**config.mk**
```make
export PLATFORM = sky130hd
export DESIGN_NAME = track_collision_seq_flat
export DESIGN_NICKNAME = d
export VERILOG_FILES = /design/src/rtl/track_collision_seq_if.sv /design/src/rtl/track_collision_seq.sv /design/src/flat_wrapper.sv
export SDC_FILE = /design/constraint.sdc
export NUM_CORES = 2
export LEC_CHECK = 0
export CAP_MARGIN = 5
export CORE_ASPECT_RATIO = 0.8
export CORE_MARGIN = 8
export CORE_UTILIZATION = 58
export CTS_BUF_LIST = sky130_fd_sc_hd__clkbuf_16
export CTS_CLUSTER_SIZE = 14
export DETAILED_ROUTE_END_ITERATION = 8
export HOLD_SLACK_MARGIN = 0.15
export PLACE_DENSITY = 0.92
export SYNTH_ARGS = -nofsm -noshare
export SYNTH_HDL_FRONTEND = slang
export SYNTH_SLANG_ARGS = --single-unit
```
**constraint.sdc**
```tcl
create_clock -name i_clk -period 15.2 [get_ports i_clk]
set_input_delay 3.04 -clock i_clk [delete_from_list [all_inputs] [get_ports i_clk]]
set_output_delay 3.04 -clock i_clk [all_outputs]
set_load 0.02 [all_outputs]
```
**src/rtl/track_collision_seq_if.sv**
```systemverilog
// Request/result and descriptor-table signals of the sequential track collision scanner.
// slave is the scanner side, master is the car-physics / table side.
interface track_collision_seq_if #(
    parameter int TRACK_COUNT = 12,
    parameter int COOR_W      = 12,
    parameter int VEL_W       = 16,
    parameter int RAD_W       = 6
);
    localparam int IDX_W  = (TRACK_COUNT > 1) ? $clog2(TRACK_COUNT) : 1;
    localparam int DESC_W = 4 + 8*COOR_W;

    logic                   i_start;
    logic [COOR_W-1:0]      i_x;
    logic [COOR_W-1:0]      i_y;
    logic [VEL_W-1:0]       i_v_x;
    logic [VEL_W-1:0]       i_v_y;
    logic [RAD_W-1:0]       i_radius;
    logic [DESC_W-1:0]      i_trk_desc;
    logic                   o_busy;
    logic                   o_done;
    logic [IDX_W-1:0]       o_trk_addr;
    logic [VEL_W-1:0]       o_v_x;
    logic [VEL_W-1:0]       o_v_y;
    logic                   o_collision;
    logic [TRACK_COUNT-1:0] o_collision_mask;
    logic [TRACK_COUNT-1:0] o_in_region_mask;
    logic [IDX_W-1:0]       o_hit_idx;
    logic                   o_on_track;
    logic [1:0]             o_surface;

    modport slave (
        input  i_start, i_x, i_y, i_v_x, i_v_y, i_radius, i_trk_desc,
        output o_busy, o_done, o_trk_addr, o_v_x, o_v_y, o_collision,
               o_collision_mask, o_in_region_mask, o_hit_idx, o_on_track, o_surface
    );
    modport master (
        output i_start, i_x, i_y, i_v_x, i_v_y, i_radius, i_trk_desc,
        input  o_busy, o_done, o_trk_addr, o_v_x, o_v_y, o_collision,
               o_collision_mask, o_in_region_mask, o_hit_idx, o_on_track, o_surface
    );
endinterface

```
**src/rtl/track_collision_seq.sv**
```systemverilog
// Time-multiplexed track collision scanner: one descriptor evaluated per cycle from a
// synchronous table, first colliding track selects the velocity correction.
module track_collision_seq #(
    parameter int TRACK_COUNT = 12,
    parameter int COOR_W      = 12,
    parameter int VEL_W       = 16,
    parameter int RAD_W       = 6
) (
    input logic                  i_clk,
    input logic                  i_rst,
    track_collision_seq_if.slave bus
);
    localparam int IDX_W  = (TRACK_COUNT > 1) ? $clog2(TRACK_COUNT) : 1;
    localparam int DESC_W = 4 + 8*COOR_W;
    localparam int AW     = 2*COOR_W + 2;
    // dot product needs coordinate-times-velocity headroom beyond AW
    localparam int DW     = 2*COOR_W + VEL_W + 4;
    localparam logic [IDX_W-1:0] LAST = IDX_W'(TRACK_COUNT - 1);

    typedef enum logic [1:0] {IDLE, SCAN, DONE} state_t;

    state_t                 state_q;
    logic [COOR_W-1:0]      x_q, y_q;
    logic [VEL_W-1:0]       vx_q, vy_q, ovx_q, ovy_q;
    logic [RAD_W-1:0]       rad_q;
    logic [IDX_W-1:0]       addr_q, eidx_q, ohidx_q;
    logic                   evl_q;
    logic [TRACK_COUNT-1:0] cmask_q, cmask_d, rmask_q, rmask_d;
    logic                   hit_q, hit_d, ont_q, ont_d;
    logic                   fixx_q, fixx_d, fixy_q, fixy_d;
    logic [IDX_W-1:0]       hidx_q, hidx_d;
    logic [1:0]             surf_q, surf_d, osurf_q;

    function automatic logic signed [AW-1:0] sx(input logic [COOR_W-1:0] v);
        return {{(AW-COOR_W){v[COOR_W-1]}}, v};
    endfunction

    logic [DESC_W-1:0]     d;
    logic [1:0]            ty, mat;
    logic signed [AW-1:0]  xl, xr, yt, yb, cx, cy, ri, ro, xs, ys, rs;
    logic signed [AW-1:0]  dx, dy, d2, adx, ady, rout, rin;
    logic signed [DW-1:0]  dxw, dyw, vxw, vyw, dot;
    logic                  inbox, vxp, vxn, vyp, vyn, reg_hit, col_hit, fx, fy;

    assign d   = bus.i_trk_desc;
    assign ty  = d[DESC_W-1 -: 2];
    assign mat = d[DESC_W-3 -: 2];

    always_comb begin
        xl  = sx(d[8*COOR_W-1 -: COOR_W]);
        xr  = sx(d[7*COOR_W-1 -: COOR_W]);
        yt  = sx(d[6*COOR_W-1 -: COOR_W]);
        yb  = sx(d[5*COOR_W-1 -: COOR_W]);
        cx  = sx(d[4*COOR_W-1 -: COOR_W]);
        cy  = sx(d[3*COOR_W-1 -: COOR_W]);
        ri  = sx(d[2*COOR_W-1 -: COOR_W]);
        ro  = sx(d[COOR_W-1:0]);
        xs  = sx(x_q);
        ys  = sx(y_q);
        rs  = {{(AW-RAD_W){1'b0}}, rad_q};
        vxn = vx_q[VEL_W-1];
        vxp = !vx_q[VEL_W-1] && (|vx_q);
        vyn = vy_q[VEL_W-1];
        vyp = !vy_q[VEL_W-1] && (|vy_q);
        inbox = (xl <= xs) && (xs <= xr) && (yb <= ys) && (ys <= yt);
        dx   = xs - cx;
        dy   = ys - cy;
        d2   = dx*dx + dy*dy;
        adx  = dx[AW-1] ? -dx : dx;
        ady  = dy[AW-1] ? -dy : dy;
        rout = ro - rs;
        rin  = ri + rs;
        dxw  = {{(DW-AW){dx[AW-1]}}, dx};
        dyw  = {{(DW-AW){dy[AW-1]}}, dy};
        vxw  = {{(DW-VEL_W){vx_q[VEL_W-1]}}, vx_q};
        vyw  = {{(DW-VEL_W){vy_q[VEL_W-1]}}, vy_q};
        dot  = dxw*vxw + dyw*vyw;
        reg_hit = 1'b0;
        col_hit = 1'b0;
        fx      = 1'b0;
        fy      = 1'b0;
        case (ty)
            2'd0: begin
                reg_hit = inbox;
                col_hit = inbox && ((ys + rs > yt && vyp) || (ys - rs < yb && vyn));
                fy      = 1'b1;
            end
            2'd1: begin
                reg_hit = inbox;
                col_hit = inbox && ((xs + rs > xr && vxp) || (xs - rs < xl && vxn));
                fx      = 1'b1;
            end
            2'd2: begin
                reg_hit = inbox;
                col_hit = inbox && ((d2 > rout*rout && !dot[DW-1] && (|dot)) ||
                                    (d2 < rin*rin && dot[DW-1]));
                // equal magnitudes kill both components
                fx      = (adx >= ady);
                fy      = (ady >= adx);
            end
            default: ;
        endcase

        rmask_d = rmask_q;
        cmask_d = cmask_q;
        hit_d   = hit_q;
        hidx_d  = hidx_q;
        fixx_d  = fixx_q;
        fixy_d  = fixy_q;
        ont_d   = ont_q;
        surf_d  = surf_q;
        if (evl_q) begin
            rmask_d[eidx_q] = reg_hit;
            cmask_d[eidx_q] = col_hit;
            if (col_hit && !hit_q) begin
                hit_d  = 1'b1;
                hidx_d = eidx_q;
                fixx_d = fx;
                fixy_d = fy;
            end
            if (reg_hit && !ont_q) begin
                ont_d  = 1'b1;
                surf_d = mat;
            end
        end
    end

    always_ff @(posedge i_clk) begin
        if (i_rst) begin
            state_q <= IDLE;
            x_q     <= '0;
            y_q     <= '0;
            vx_q    <= '0;
            vy_q    <= '0;
            rad_q   <= '0;
            addr_q  <= '0;
            eidx_q  <= '0;
            evl_q   <= 1'b0;
            cmask_q <= '0;
            rmask_q <= '0;
            hit_q   <= 1'b0;
            hidx_q  <= '0;
            fixx_q  <= 1'b0;
            fixy_q  <= 1'b0;
            ont_q   <= 1'b0;
            surf_q  <= '0;
            ovx_q   <= '0;
            ovy_q   <= '0;
            ohidx_q <= '0;
            osurf_q <= '0;
        end else begin
            case (state_q)
                IDLE: if (bus.i_start) begin
                    state_q <= SCAN;
                    x_q     <= bus.i_x;
                    y_q     <= bus.i_y;
                    vx_q    <= bus.i_v_x;
                    vy_q    <= bus.i_v_y;
                    rad_q   <= bus.i_radius;
                    addr_q  <= '0;
                    eidx_q  <= '0;
                    evl_q   <= 1'b0;
                    cmask_q <= '0;
                    rmask_q <= '0;
                    hit_q   <= 1'b0;
                    hidx_q  <= '0;
                    fixx_q  <= 1'b0;
                    fixy_q  <= 1'b0;
                    ont_q   <= 1'b0;
                    surf_q  <= '0;
                end
                SCAN: begin
                    // table latency: descriptor k arrives one cycle after address k
                    evl_q   <= 1'b1;
                    if (addr_q != LAST) addr_q <= addr_q + 1'b1;
                    cmask_q <= cmask_d;
                    rmask_q <= rmask_d;
                    hit_q   <= hit_d;
                    hidx_q  <= hidx_d;
                    fixx_q  <= fixx_d;
                    fixy_q  <= fixy_d;
                    ont_q   <= ont_d;
                    surf_q  <= surf_d;
                    if (evl_q) begin
                        eidx_q <= eidx_q + 1'b1;
                        if (eidx_q == LAST) begin
                            state_q <= DONE;
                            addr_q  <= '0;
                            ovx_q   <= (hit_d && fixx_d) ? '0 : vx_q;
                            ovy_q   <= (hit_d && fixy_d) ? '0 : vy_q;
                            ohidx_q <= hidx_d;
                            osurf_q <= surf_d;
                        end
                    end
                end
                default: state_q <= IDLE;
            endcase
        end
    end

    assign bus.o_busy           = (state_q == SCAN);
    assign bus.o_done           = (state_q == DONE);
    assign bus.o_trk_addr       = addr_q;
    assign bus.o_v_x            = ovx_q;
    assign bus.o_v_y            = ovy_q;
    assign bus.o_collision_mask = cmask_q;
    assign bus.o_in_region_mask = rmask_q;
    assign bus.o_collision      = |cmask_q;
    assign bus.o_on_track       = |rmask_q;
    assign bus.o_hit_idx        = ohidx_q;
    assign bus.o_surface        = osurf_q;
endmodule

```
**src/flat_wrapper.sv**
```systemverilog
// flat-port wrapper written by rule: the top's interface ports become plain ports
module track_collision_seq_flat 
#(
    parameter int TRACK_COUNT = 12,
    parameter int COOR_W      = 12,
    parameter int VEL_W       = 16,
    parameter int RAD_W       = 6
)
  (i_clk, i_rst, bus_i_start, bus_i_x, bus_i_y, bus_i_v_x, bus_i_v_y, bus_i_radius, bus_i_trk_desc, bus_o_busy, bus_o_done, bus_o_trk_addr, bus_o_v_x, bus_o_v_y, bus_o_collision, bus_o_collision_mask, bus_o_in_region_mask, bus_o_hit_idx, bus_o_on_track, bus_o_surface);
  track_collision_seq_if #(.TRACK_COUNT(TRACK_COUNT), .COOR_W(COOR_W), .VEL_W(VEL_W), .RAD_W(RAD_W)) bus_i ();
  input logic i_clk;
  input logic i_rst;
  input wire logic [$bits(bus_i.i_start)-1:0] bus_i_start;
  input wire logic [$bits(bus_i.i_x)-1:0] bus_i_x;
  input wire logic [$bits(bus_i.i_y)-1:0] bus_i_y;
  input wire logic [$bits(bus_i.i_v_x)-1:0] bus_i_v_x;
  input wire logic [$bits(bus_i.i_v_y)-1:0] bus_i_v_y;
  input wire logic [$bits(bus_i.i_radius)-1:0] bus_i_radius;
  input wire logic [$bits(bus_i.i_trk_desc)-1:0] bus_i_trk_desc;
  output wire logic [$bits(bus_i.o_busy)-1:0] bus_o_busy;
  output wire logic [$bits(bus_i.o_done)-1:0] bus_o_done;
  output wire logic [$bits(bus_i.o_trk_addr)-1:0] bus_o_trk_addr;
  output wire logic [$bits(bus_i.o_v_x)-1:0] bus_o_v_x;
  output wire logic [$bits(bus_i.o_v_y)-1:0] bus_o_v_y;
  output wire logic [$bits(bus_i.o_collision)-1:0] bus_o_collision;
  output wire logic [$bits(bus_i.o_collision_mask)-1:0] bus_o_collision_mask;
  output wire logic [$bits(bus_i.o_in_region_mask)-1:0] bus_o_in_region_mask;
  output wire logic [$bits(bus_i.o_hit_idx)-1:0] bus_o_hit_idx;
  output wire logic [$bits(bus_i.o_on_track)-1:0] bus_o_on_track;
  output wire logic [$bits(bus_i.o_surface)-1:0] bus_o_surface;
  assign bus_i.i_start = bus_i_start;
  assign bus_i.i_x = bus_i_x;
  assign bus_i.i_y = bus_i_y;
  assign bus_i.i_v_x = bus_i_v_x;
  assign bus_i.i_v_y = bus_i_v_y;
  assign bus_i.i_radius = bus_i_radius;
  assign bus_i.i_trk_desc = bus_i_trk_desc;
  assign bus_o_busy = bus_i.o_busy;
  assign bus_o_done = bus_i.o_done;
  assign bus_o_trk_addr = bus_i.o_trk_addr;
  assign bus_o_v_x = bus_i.o_v_x;
  assign bus_o_v_y = bus_i.o_v_y;
  assign bus_o_collision = bus_i.o_collision;
  assign bus_o_collision_mask = bus_i.o_collision_mask;
  assign bus_o_in_region_mask = bus_i.o_in_region_mask;
  assign bus_o_hit_idx = bus_i.o_hit_idx;
  assign bus_o_on_track = bus_i.o_on_track;
  assign bus_o_surface = bus_i.o_surface;
  track_collision_seq #(.TRACK_COUNT(TRACK_COUNT), .COOR_W(COOR_W), .VEL_W(VEL_W), .RAD_W(RAD_W)) u_core (.i_clk(i_clk), .i_rst(i_rst), .bus(bus_i));
endmodule
```
== Yosys cells after proc, flatten, opt, wreduce, memory -nomap -nowiden ==
Cells that the tools add are included.
W data, S select, Z words.

* Register bits: 145
* Word-level logic and storage cells: 157

* $lt $le $gt $ge: 14
* Muxes and demuxes: 49
* Multipliers: 6
* Equality and inequality tests: 10
* Reduce and logical (&&, ||, !) cells: 43
* Add/sub/neg operators: 14

{| class="wikitable"
|+ Operator list
! kind !! number
|-
| $mul A13 B16 Y29 || 2
|-
| $ge A26 B26 Y1 || 2
|-
| $mul A13 B13 Y26 || 2
|-
| $mul A26 B26 Y26 || 2
|-
| $mux W26 || 2
|-
| $neg A13 Y26 || 2
|-
| $le A12 B12 Y1 || 4
|-
| $pmux W12 S2 || 2
|-
| $add A44 B44 Y44 || 1
|-
| $reduce_or A44 Y1 || 1
|-
| $add A12 B7 Y13 || 3
|-
| $sub A12 B7 Y13 || 3
|-
| $mux W12 || 3
|-
| $mux W16 || 2
|-
| $reduce_or A16 Y1 || 2
|-
| $mux W4 || 7
|-
| $add A26 B26 Y26 || 1
|-
| $gt A13 B12 Y1 || 2
|-
| $gt A26 B26 Y1 || 1
|-
| $lt A13 B12 Y1 || 2
|-
| $lt A26 B26 Y1 || 1
|-
| $sub A12 B12 Y13 || 2
|-
| $bwmux W12 || 2
|-
| $pmux W4 S2 || 3
|-
| 25 further kinds || 82
|}

== Longest topological paths before layout ==
* Depth in word-level cells: 14
* Depth in mapped cells: 52
* Depth with buffers taken out: 49

== Least setup slack after synthesis ==
Ideal clock, no wire load.

* Kind: input to register
* Start: input port bus_i_trk_desc[36]
* End: register u_core.ovx_q[10], in the netlist u_core.bus.o_v_x[10]
* Path slack: 0.851 ns
* Required time: 15.083 ns
* Stages on the path: 50
* Arrival time: 14.233 ns
* Path through: ha_1 > fa_1 > nor2b_1 > o21ai_0 > a21boi_0 > o21ai_0 > a21boi_0 > o21a_1 > o21a_1 > o21ai_0 > a211oi_1 > nor2_1 > clkinv_1 > clkbuf_1 > nor2_1 > fa_1 > inv_1 > fa_1 > (+14 left out) > nand3_1 > o41a_1 > mux2i_1 > nand4_1 > ha_1 > nand4_1 > or2_1 > a2111oi_2 > nand2b_1 > o211ai_1 > mux2_2 > a31oi_1 > mux2i_2 > nand4b_2 > or3_1 > buf_2 > buf_6 > a22o_1

* Word-level cells in the longest chain between the ends: 14
* Elaborated cells on any way between the ends: 26
* Classes of those cells: add/sub (4); mul (2); order compare (3); mux (8); reduce/logical (9)

{| class="wikitable"
|+ Ends and longest elaborated chain
! element !! line !! RTL
|-
| start: declaration || flat_wrapper.sv:19 || <nowiki>input wire logic [$bits(bus_i.i_trk_desc)-1:0] bus_i_trk_desc;</nowiki>
|-
| $sub A12 B12 Y13 * || track_collision_seq.sv:66 || <nowiki>dx = xs - cx;</nowiki>
|-
| $mul A13 B13 Y26 / $mul A13 B16 Y29 (equally long branches) || track_collision_seq.sv:68, track_collision_seq.sv:77 ||
|-
| $add A26 B26 Y26 / $add A44 B44 Y44 (equally long branches) || track_collision_seq.sv:68, track_collision_seq.sv:77 ||
|-
| $gt A26 B26 Y1 / $logic_not A1 Y1 (equally long branches) || track_collision_seq.sv:95 || <nowiki>col_hit = inbox && ((d2 > rout*rout && !dot[DW-1] && (|dot)) ||</nowiki>
|-
| $logic_and A1 B1 Y1 (2 in a row) || track_collision_seq.sv:95 ||
|-
| $logic_or A1 B1 Y1 || track_collision_seq.sv:95 ||
|-
| $logic_and A1 B1 Y1 || track_collision_seq.sv:95 ||
|-
| $pmux W1 S3 || track_collision_seq.sv:82 || <nowiki>case (ty)</nowiki>
|-
| $logic_and A1 B1 Y1 || track_collision_seq.sv:115 || <nowiki>if (col_hit && !hit_q) begin</nowiki>
|-
| $mux W1 || track_collision_seq.sv:115 ||
|-
| $mux W1 || track_collision_seq.sv:112 || <nowiki>if (evl_q) begin</nowiki>
|-
| $logic_and A1 B1 Y1 * || track_collision_seq.sv:189 || <nowiki>ovx_q <= (hit_d && fixx_d) ? '0 : vx_q;</nowiki>
|-
| $mux W16 * || track_collision_seq.sv:189 ||
|-
| end signal: assignment || track_collision_seq.sv:189 ||
|-
| end: declaration || track_collision_seq.sv:24 || <nowiki>logic [VEL_W-1:0] vx_q, vy_q, ovx_q, ovy_q;</nowiki>
|}

Every way passes the cells marked *; elsewhere a longest branch is shown, timed or not.
A chain may end at the register's enable or synchronous reset.

== Final worst setup path ==
* Start: input port bus_i_trk_desc[36]
* End: register u_core.ovx_q[4], in the netlist u_core.bus.o_v_x[4]

Same word-level chain as after synthesis.

==> results.yml <==
worst_setup_path:
  path_depth: 50
  cp_slowest_cell: "fa_1"
  crit_path_end_kind: "flop"
  slowest_delay_ns: 0.50
  crit_family: "adder cells"
  crit_top_cell: "fa_1"
  cp_num_buf_inv: 8
  worstPathRequired_ns: 15.61
  start_kind: "input port"
  r2r_slack_ns: 2.76
  path_class: "in2reg"
  reg2regPathDepth: 50
  crit_fanout: 16
  cp.arrival_ns: 15.24
die:
  die_area_um2: 100300
  std_cell_rows: 98
  die_x_um: 352.1
  start_util_pct: 58.55
  boundaryPins: 235
  fp.dieH_um: 284.9
  core_um2: 89510
placement:
  placed_area_um2: 56690
  dp_slack_ns: -0.2434
  portBuffers: 234
  globalplace.congestion: 1.009
  dp_hpwl_um: 124000
sta:
  slew_headroom_pct: 27.23
  finalHoldViolations: 0
  finalCriticalPeriod_ns: 14.83
  drv_slew: 0
  period_share_pct: 97.59
  whs_ns: 0.4743
  fmaxAchievable_mhz: 67.41
  fin_skew_ns: 0.04574
  layout_setup_ws_ns: 0.3658
  setup_violations: 0
  tightest_slew_ns: 1.084
global_routing:
  grt_max_degree: 72
  overflow: 0
  grt_pass1_wl_um: 241200
  grt_pass1_vias: 46850
  grt_use_total_pct: 29.44
  antenna_found_initial: 5
drt:
  vias_per_cell: 5.852
  drc: 0
  routedWlPerCell_um: 19.97
  drt-initial-drc-count: 4102
  vias: 43600
  dr.pass1.iters: 6
  ant_nets: 0
  drt_wl_total_um: 148800
layout:
  area_growth_syn_to_layout_pct: 9.501
  drive_above_1_share_pct: 3.778
  final_nets: 8092
  design_area_um2: 57390
cts:
  clock_latency_ns: 0.50
  clock_path_buffers: 2
  cts_buffers: 17
  cts_tree: "done"
  htree_levels: 4
  clkTransAtPathRegs_ns: 0.07
  clock_sinks: 145
  cts_hold_buffers: 0
  ctsRootBufferMaster: "clkbuf_16"
yosys:
  syn_area_um2: 52410
  synthCells: 6016
  synth_flop_cell: "dfxtp_1"
  synth_edf_count: 0
  yosys_warnings: 0
  async_reset_ff_share_pct: 0
  synth_cell_types: 87
  syn_avg_cell_area_um2: 8.712
  ys_seq_area_share_pct: 5.539
  ys_seq_elements: 145
outcome:
  status: "completed"
hold_path:
  worstHoldPathCells: 2
  hold_path_class: "reg2reg"
run:
  max-cap-violations: 0
-- final cells by class --
type,count,area [um^2]
fill,6825,32120
clock inverter,15,146.4
tap,1200,1501
timing repair buffer,362,3421
multi-input combinational,4424,44170
antenna,4,10.01
sequential,145,2903
clock buffer,17,425.4
inverter,1283,4816
-- per-stage QoR --
step / utilization, % / instances / TNS [ns]
finish: 64.12 / 7450 / 0
global route: 64.10 / 7446 / -0.01021
CTS: 63.97 / 7440 / 0
global placement: 63.34 / 7408 / 0
floorplan: - / 6039 / 0
detailed placement: 63.34 / 7408 / -8.736
-- synthesized netlist by cell type, types with 12 or more instances --
| master | n | area share [%] |
|---|---|---|
| nand2b_1 | 44 | 0.53 |
| a22oi_1 | 14 | 0.20 |
| o31ai_1 | 13 | 0.19 |
| a21boi_0 | 14 | 0.20 |
| a31oi_1 | 12 | 0.14 |
| o211ai_1 | 13 | 0.19 |
| xor2_1 | 70 | 1.2 |
| nand4_1 | 52 | 0.62 |
| xnor2_1 | 180 | 3.0 |
| o21bai_1 | 12 | 0.17 |
| or2_2 | 21 | 0.25 |
| or3_1 | 29 | 0.35 |
| nor3_1 | 81 | 0.77 |
| mux2i_1 | 13 | 0.25 |
| o21a_1 | 36 | 0.52 |
| a21oi_1 | 230 | 2.2 |
| a211oi_1 | 28 | 0.40 |
| dfxtp_1 | 145 | 5.5 |
| and2_1 | 141 | 1.7 |
| inv_1 | 1266 | 9.1 |
| nor2_1 | 384 | 2.8 |
| o21ai_0 | 127 | 1.2 |
| nor2b_1 | 87 | 1.0 |
| fa_1 | 1022 | 39 |
| a22o_1 | 32 | 0.53 |
| nand2_1 | 689 | 4.9 |
| nor4_1 | 31 | 0.37 |
| o2111ai_1 | 14 | 0.23 |
| a21o_1 | 78 | 1.1 |
| and3_1 | 56 | 0.67 |
| ha_1 | 672 | 16 |
| nand3_1 | 59 | 0.56 |
| clkbuf_1 | 172 | 1.2 |
-- worst min-delay path: cells and delay by family (launching register included) --
family	cells	cell delay, ns
DFF	1	0.32
AOI/OAI and AO/OA	1	0.05
and+or+nand+nor	1	0.05
-- sequential cells by signal (all words and copies together), names as in the netlist, 6 cells and up --
signal / count
u_core.bus.o_v_x: 16
u_core.bus.o_v_y: 16
u_core.vx_q: 16
u_core.vy_q: 16
u_core.bus.o_collision_mask: 12
u_core.bus.o_in_region_mask: 12
u_core.x_q: 12
u_core.y_q: 12
u_core.rad_q: 6
-- cells in the final DEF, fill, tap and decap left out, drive strengths merged, types with 13 or more instances in the layout --
master         instances
ha                   672
or2                   23
o2111ai               14
a21oi                231
buf                  129
or3                   29
nor4                  31
o31ai                 14
clkdlybuf4s50        233
a21boi                14
and2                 141
inv                 1278
a21o                  78
xor2                  70
clkinv                15
nor3                  82
a22o                  32
o21ai                133
and3                  56
o21a                  36
nor2b                 87
a22oi                 14
nand2b                44
nand3                 59
a211oi                29
o211ai                13
dfxtp                145
conb                  25
nand4                 52
clkbuf                17
xnor2                181
mux2i                 14
nor2                 384
fa                  1022
nand2                689
-- per-layer routing --
metal	global-route usage [%]	share of wire (%)	routed length, um	vias to the layer above
met4	12.53	5.0	7425	8
met5	0.2854	0.055	82	-
li1	-	-	-	19240
met2	47.13	46	67720	2451
met3	7.900	12	17270	532
met1	37.76	38	56290	21370
-- what timing repair did --
action / in CTS / in global routing
setup buffers: 0 / 5
endpoints found under the setup margin: 0 / 55
gates resized for setup: 0 / 17
-- cell families (layout without fill, tap and decap cells) --
group                      Yosys count  in the layout  synth area share, %
muxes                               22             22               0.4464
and+or+nand+nor                   1723           1723                15.34
other                                2             29              0.01433
adders and majority gates         1694           1694                55.08
xor gates and xnor gates           251            251                4.209
buffers and inverters             1470           1677                10.57
AOI/OAI and AO/OA                  709            709                8.800
DFF                                145            145                5.539
-- path summary, 6_finish.rpt --
path / start / to
min: u_core.vx_q[3] / u_core.vx_q[3]
min reg2reg: u_core.vx_q[3] / u_core.vx_q[3]
max: bus_i_trk_desc[36] / u_core.bus.o_v_x[4]
max reg2reg: u_core.x_q[0] / u_core.bus.o_v_x[4]
Power is not shown: default switching activity piles up to over one toggle a cycle in this logic, so the estimate is an artifact.
